### src/rtl/shift_normalizer_if.sv
// Handshake bundle for shift_normalizer: an input word channel
// (valid/ready/data/mode) and a result channel (valid/ready/data/shift/zero).
// The slave modport is the normalizer; the master modport is its producer/consumer.
interface shift_normalizer_if #(
    parameter int WIDTH = 8,
    parameter int SHW   = 3
);
    logic             in_valid;
    logic             in_ready;
    logic [WIDTH-1:0] in_data;
    logic             in_lr;
    logic             out_valid;
    logic             out_ready;
    logic [WIDTH-1:0] out_data;
    logic [SHW-1:0]   out_shift;
    logic             out_zero;

    modport master (
        output in_valid,
        output in_data,
        output in_lr,
        output out_ready,
        input  in_ready,
        input  out_valid,
        input  out_data,
        input  out_shift,
        input  out_zero
    );

    modport slave (
        input  in_valid,
        input  in_data,
        input  in_lr,
        input  out_ready,
        output in_ready,
        output out_valid,
        output out_data,
        output out_shift,
        output out_zero
    );
endinterface

### src/rtl/shift_normalizer.sv
// shift_normalizer: recovers the shift amount that aligns a word.
//   in_lr = 0 : count leading zeros, left-align so the MSB is 1.
//   in_lr = 1 : count trailing zeros, right-align so the LSB is 1.
// out_shift together with the mode bit can drive the downstream barrel
// shifter directly. An all-zero word reports out_zero with shift 0.
//
// Build option SHIFT_NORM_FAST_EN:
//   undefined - iterative scan, one bit position per cycle (IDLE/SCAN/HOLD).
//   defined   - single-cycle priority encoder + combinational shift,
//               IDLE goes straight to HOLD for every word.
module shift_normalizer #(
    parameter int WIDTH = 8,
    parameter int SHW   = 3
) (
    input  logic                clk,
    input  logic                rst,
    shift_normalizer_if.slave   bus
);

    typedef enum logic [1:0] {
        ST_IDLE = 2'd0,
        ST_SCAN = 2'd1,
        ST_HOLD = 2'd2
    } state_t;

    state_t           r_state;
    state_t           w_state_nxt;

    logic [WIDTH-1:0] r_out_data;
    logic [SHW-1:0]   r_out_shift;
    logic             r_out_zero;

    logic             w_accept;
    logic             w_in_zero;

    assign w_accept  = bus.in_valid && (r_state == ST_IDLE);
    assign w_in_zero = (bus.in_data == '0);

`ifdef SHIFT_NORM_FAST_EN
    // Leading-zero count: the highest set bit is the last one visited.
    function automatic logic [SHW-1:0] lead_zeros(input logic [WIDTH-1:0] d);
        logic [SHW-1:0] c;
        c = '0;
        for (int i = 0; i < WIDTH; i++) begin
            if (d[i]) c = SHW'(WIDTH - 1 - i);
        end
        return c;
    endfunction

    // Trailing-zero count: the lowest set bit is the last one visited.
    function automatic logic [SHW-1:0] trail_zeros(input logic [WIDTH-1:0] d);
        logic [SHW-1:0] c;
        c = '0;
        for (int i = WIDTH - 1; i >= 0; i--) begin
            if (d[i]) c = SHW'(i);
        end
        return c;
    endfunction

    logic [SHW-1:0]   w_fast_cnt;
    logic [WIDTH-1:0] w_fast_data;

    // Count and align the incoming word in one pass; zero input yields 0/0.
    always_comb begin
        w_fast_cnt  = bus.in_lr ? trail_zeros(bus.in_data) : lead_zeros(bus.in_data);
        w_fast_data = bus.in_lr ? (bus.in_data >> w_fast_cnt)
                                : (bus.in_data << w_fast_cnt);
    end
`else
    logic [WIDTH-1:0] r_work;
    logic             r_mode;
    logic [SHW-1:0]   r_cnt;
    logic             w_lead;

    // Bit that decides whether the word is already aligned in the current mode.
    assign w_lead = r_mode ? r_work[0] : r_work[WIDTH-1];

    // Working copy of the word: loaded on accept, shifted one place per SCAN
    // cycle until the lead bit is set. Nonzero words stop within WIDTH-1 shifts,
    // so the count cannot wrap.
    always_ff @(posedge clk) begin
        if (w_accept) begin
            r_work <= bus.in_data;
            r_mode <= bus.in_lr;
            r_cnt  <= '0;
        end else if ((r_state == ST_SCAN) && !w_lead) begin
            r_work <= r_mode ? (r_work >> 1) : (r_work << 1);
            r_cnt  <= r_cnt + SHW'(1);
        end
    end
`endif

    // FSM state register.
    always_ff @(posedge clk) begin
        if (rst) begin
            r_state <= ST_IDLE;
        end else begin
            r_state <= w_state_nxt;
        end
    end

    // FSM next-state logic.
    always_comb begin
        w_state_nxt = r_state;
        case (r_state)
            ST_IDLE: begin
                if (w_accept) begin
`ifdef SHIFT_NORM_FAST_EN
                    w_state_nxt = ST_HOLD;
`else
                    w_state_nxt = w_in_zero ? ST_HOLD : ST_SCAN;
`endif
                end
            end
            ST_SCAN: begin
`ifdef SHIFT_NORM_FAST_EN
                w_state_nxt = ST_IDLE;
`else
                if (w_lead) w_state_nxt = ST_HOLD;
`endif
            end
            ST_HOLD: begin
                if (bus.out_ready) w_state_nxt = ST_IDLE;
            end
            default: w_state_nxt = ST_IDLE;
        endcase
    end

    // Result registers: written once per word, held through HOLD and kept
    // after the handshake until the next result overwrites them.
    always_ff @(posedge clk) begin
        if (rst) begin
            r_out_data  <= '0;
            r_out_shift <= '0;
            r_out_zero  <= 1'b0;
        end else begin
`ifdef SHIFT_NORM_FAST_EN
            if (w_accept) begin
                r_out_data  <= w_fast_data;
                r_out_shift <= w_fast_cnt;
                r_out_zero  <= w_in_zero;
            end
`else
            if (w_accept && w_in_zero) begin
                r_out_data  <= '0;
                r_out_shift <= '0;
                r_out_zero  <= 1'b1;
            end else if ((r_state == ST_SCAN) && w_lead) begin
                r_out_data  <= r_work;
                r_out_shift <= r_cnt;
                r_out_zero  <= 1'b0;
            end
`endif
        end
    end

    assign bus.in_ready  = (r_state == ST_IDLE);
    assign bus.out_valid = (r_state == ST_HOLD);
    assign bus.out_data  = r_out_data;
    assign bus.out_shift = r_out_shift;
    assign bus.out_zero  = r_out_zero;

endmodule

### src/flat_wrapper.sv
// flat-port wrapper written by rule: the top's interface ports become plain ports
module shift_normalizer_flat 
#(
    parameter int WIDTH = 8,
    parameter int SHW   = 3
)
  (clk, rst, bus_in_valid, bus_in_data, bus_in_lr, bus_out_ready, bus_in_ready, bus_out_valid, bus_out_data, bus_out_shift, bus_out_zero);
  shift_normalizer_if #(.WIDTH(WIDTH), .SHW(SHW)) bus_i ();
  input  logic clk;
  input  logic rst;
  input wire logic [$bits(bus_i.in_valid)-1:0] bus_in_valid;
  input wire logic [$bits(bus_i.in_data)-1:0] bus_in_data;
  input wire logic [$bits(bus_i.in_lr)-1:0] bus_in_lr;
  input wire logic [$bits(bus_i.out_ready)-1:0] bus_out_ready;
  output wire logic [$bits(bus_i.in_ready)-1:0] bus_in_ready;
  output wire logic [$bits(bus_i.out_valid)-1:0] bus_out_valid;
  output wire logic [$bits(bus_i.out_data)-1:0] bus_out_data;
  output wire logic [$bits(bus_i.out_shift)-1:0] bus_out_shift;
  output wire logic [$bits(bus_i.out_zero)-1:0] bus_out_zero;
  assign bus_i.in_valid = bus_in_valid;
  assign bus_i.in_data = bus_in_data;
  assign bus_i.in_lr = bus_in_lr;
  assign bus_i.out_ready = bus_out_ready;
  assign bus_in_ready = bus_i.in_ready;
  assign bus_out_valid = bus_i.out_valid;
  assign bus_out_data = bus_i.out_data;
  assign bus_out_shift = bus_i.out_shift;
  assign bus_out_zero = bus_i.out_zero;
  shift_normalizer #(.WIDTH(WIDTH), .SHW(SHW)) u_core (.clk(clk), .rst(rst), .bus(bus_i));
endmodule
### config.mk
export PLATFORM = sky130hd
export DESIGN_NAME = shift_normalizer_flat
export DESIGN_NICKNAME = d
export VERILOG_FILES = /design/src/rtl/shift_normalizer_if.sv /design/src/rtl/shift_normalizer.sv /design/src/flat_wrapper.sv
export SDC_FILE = /design/constraint.sdc
export NUM_CORES = 1
export LEC_CHECK = 0
export CELL_PAD_IN_SITES_DETAIL_PLACEMENT = 1
export CELL_PAD_IN_SITES_GLOBAL_PLACEMENT = 2
export CORE_UTILIZATION = 28
export CTS_CLUSTER_DIAMETER = 40
export DETAILED_ROUTE_END_ITERATION = 16
export DONT_BUFFER_PORTS = 1
export HOLD_SLACK_MARGIN = 0.02
export MAX_ROUTING_LAYER = met4
export PLACE_DENSITY_LB_ADDON = 0.1
export SLEW_MARGIN = 10
export SYNTH_ARGS = -nofsm -noshare
export SYNTH_HDL_FRONTEND = slang
export SYNTH_SLANG_ARGS = --single-unit
### constraint.sdc
create_clock -name clk -period 3.77 [get_ports clk]
set_input_delay 0.377 -clock clk [delete_from_list [all_inputs] [get_ports clk]]
set_output_delay 0.377 -clock clk [all_outputs]
set_load 0.03 [all_outputs]
==> impl_metrics.json <==
{
  "crit_arrival_ns": 2.17,
  "antenna_found_initial": 0,
  "setup_viol": 0,
  "powerDensity_mw_per_mm2": 522.6,
  "stdcell_area_mm2": 0.001236,
  "ctsResizeCount": 0,
  "clkSinkCount": 26,
  "hold_viol_final": 0,
  "first_pass_iters": 4,
  "die_h_um": 66.50,
  "path_common_cell": "nand2_1",
  "cts_buffer_depth": 2,
  "vdd_drop_max_mv": 0.1143,
  "synthXorXnorAreaFrac": 0,
  "stdcell_count": 168,
  "post-route-period-util": 0.5875,
  "fmax_mhz": 451.5,
  "ys_types": 27,
  "synth_ff_type": "dfxtp_1",
  "drv_slew": 0,
  "outcome": "finished, final reports clean",
  "cts.clk_slew.worst_paths_ns": 0.09,
  "antenna_left": 0,
  "cp-end-kind": "flop",
  "leakage_nw": 0.4326,
  "die_w_um": 66.50,
  "syn-cell-area_mm2": 0.001165,
  "synthAdderAreaFrac": 0.01074,
  "grt_pass1_wl_mm": 4.284,
  "cts_hold_buf": 0,
  "port_buffers": 0,
  "rsz0062_at_grt": "no",
  "avgViaCountPerCell": 4.923,
  "slowest_stage": "mux2i_2",
  "num_rows": 23,
  "finalCriticalPeriod_ns": 2.215,
  "synth-compound-area-share": 0.1837,
  "grt_max_degree": 22,
  "cts_root_buf": "clkbuf_8",
  "htree_num_levels": 1,
  "pre_cts_ws_ns": 1.506,
  "drc_errors": 0,
  "post-dp-hpwl_mm": 1.968,
  "totalWireLength_mm": 2.667,
  "die_area_mm2": 0.004422,
  "min_path_type": "primary input to flop",
  "worstSkewPairLatency_ns": 0.27,
  "final_layout_size_suffix_gt1_frac": 0.07627,
  "final.setup.tns_ns": 0,
  "synth_top_family_by_area": "compound AO/OA/AOI/OAI gates",
  "grt_pass1_vias": 881,
  "synth_commonest_cells": "dfxtp_1, o21ai_1, a21oi_1",
  "place_inst": 164,
  "synth-edff-count": 9,
  "critPathMaxFanout": 15,
  "slowest_delay_ns": 0.76,
  "slew_headroom": 0.4513,
  "timing.critical_path.cells": "mux2i_2 -> nand2_1 -> nand2_1",
  "holdWs_ns": 0.1574,
  "yosysTopAreaCell": "dfxtp_1",
  "synth.area.top_cells": "dfxtp_1, edfxtp_1, o21ai_1",
  "synth_top_area_frac": 0.2922,
  "worst_pin_slew_ns": 0.8071,
  "crit_buf_inv": 0,
  "layout_setup_ws_ns": 1.555,
  "dr_total_vias": 827,
  "tritoncts": "yes",
  "drtIter0Drc": 31,
  "postSynthAreaPerCell_um2": 9.548,
  "diodes": 0,
  "max_cap_violations": 0,
  "post_dp_cell_area_mm2": 0.001181,
  "start_util": 0.2912,
  "fin_skew_ns": 0.004948,
  "routabilityCongestion": 0.6947,
  "synth.area.mux_share": 0.08485,
  "numCtsBuffers": 3,
  "synth_warnings": 0,
  "cp.required_ns": 3.72,
  "crit_type": "flop to flop",
  "nets": 133,
  "cp_top_family": "multiplexers",
  "cts_setup_buffers": 0,
  "syn_nets": 136,
  "ys_seq_elements": 26,
  "synth_simple_gate_area_frac": 0.1504,
  "grt_overflow_total": 0,
  "wl_per_cell_um": 15.88,
  "core_mm2": 0.004000,
  "syn_inst": 122,
  "io_pins": 27,
  "yosysSeqAreaShare": 0.5242,
  "area_delta_synth_final_pct": 6.123,
  "cp-start-kind": "flop",
  "synth-async-reset-ratio": 0,
  "grt_util_all_layers": 0.1359
}
[power breakdown]
group          leakage [nW]  switching (mW)  internal, mW
clock                0.0288          0.0893        0.0934
combinational         0.177          0.0695        0.0335
sequential            0.226          0.0357         0.325
[path summary, 6_finish.rpt]
check                  start  slack (ns)             endpoint  cells past startpoint
max reg2reg    u_core.r_mode        1.56     u_core.r_work[1]                      3
min reg2reg  u_core.r_cnt[2]        0.48      u_core.r_cnt[2]                      1
min                      rst        0.16  u_core.bus.out_zero                      1
max            u_core.r_mode        1.56     u_core.r_work[1]                      3
[layer usage]
metal,global-route usage,up-vias,wire (µm)
met5,-,-,0
met4,0.05585,0,17
met3,0.02911,2,130
met2,0.1862,18,1162
met1,0.1918,376,1356
li1,-,431,-
[cell type report]
cell class | instances | area (µm²)
Multi-Input combinational cell | 86 | 500.5
Tap cell | 50 | 62.56
Clock buffer | 4 | 55.05
Sequential cell | 26 | 610.6
Fill cell | 457 | 2764
Inverter | 2 | 7.507
[worst reg2reg max path: cells and delay by family, from the launching register on]
family           cells  cell delay, ns
AND/OR/NAND/NOR      2            0.48
flip-flops           1            0.66
multiplexers         1            0.76
[layout by cell type, fill, tap and decap left out, types with 2 or more instances in the layout]
cell type / synthesis / routed
nand2b_1: 2 / 2
o21ai_0: 5 / 5
nor4_1: 2 / 2
a21oi_1: 16 / 16
o21ai_1: 17 / 17
nand2_1: 12 / 12
clkbuf_8: 0 / 4
dfxtp_1: 17 / 17
nand3_1: 14 / 14
mux2i_1: 7 / 7
edfxtp_1: 9 / 9
[sequential cells by signal, indices dropped and copies added (netlist names)]
name                  flops
u_core.r_state            2
u_core.bus.out_zero       1
u_core.r_mode             1
u_core.bus.out_shift      3
u_core.r_cnt              3
u_core.bus.out_data       8
u_core.r_work             8
[cell families after synthesis]
group | after synthesis
compound gates | 41
fa+ha+maj | 1
buf+inv | 10
flops | 26
mux | 9
simple gates | 35
[metrics by stage]
| step | total power [mW] | utilization |
|---|---|---|
| detailed placement | 0.4731 | 0.2953 |
| floorplan | 0.4484 | - |
| finish | 0.6461 | 0.3090 |
| CTS | 0.6548 | 0.3090 |
| global route | 0.6851 | 0.3090 |
| global placement | 0.4716 | 0.2953 |
No activity file was read; power rests on OpenSTA's default activity.
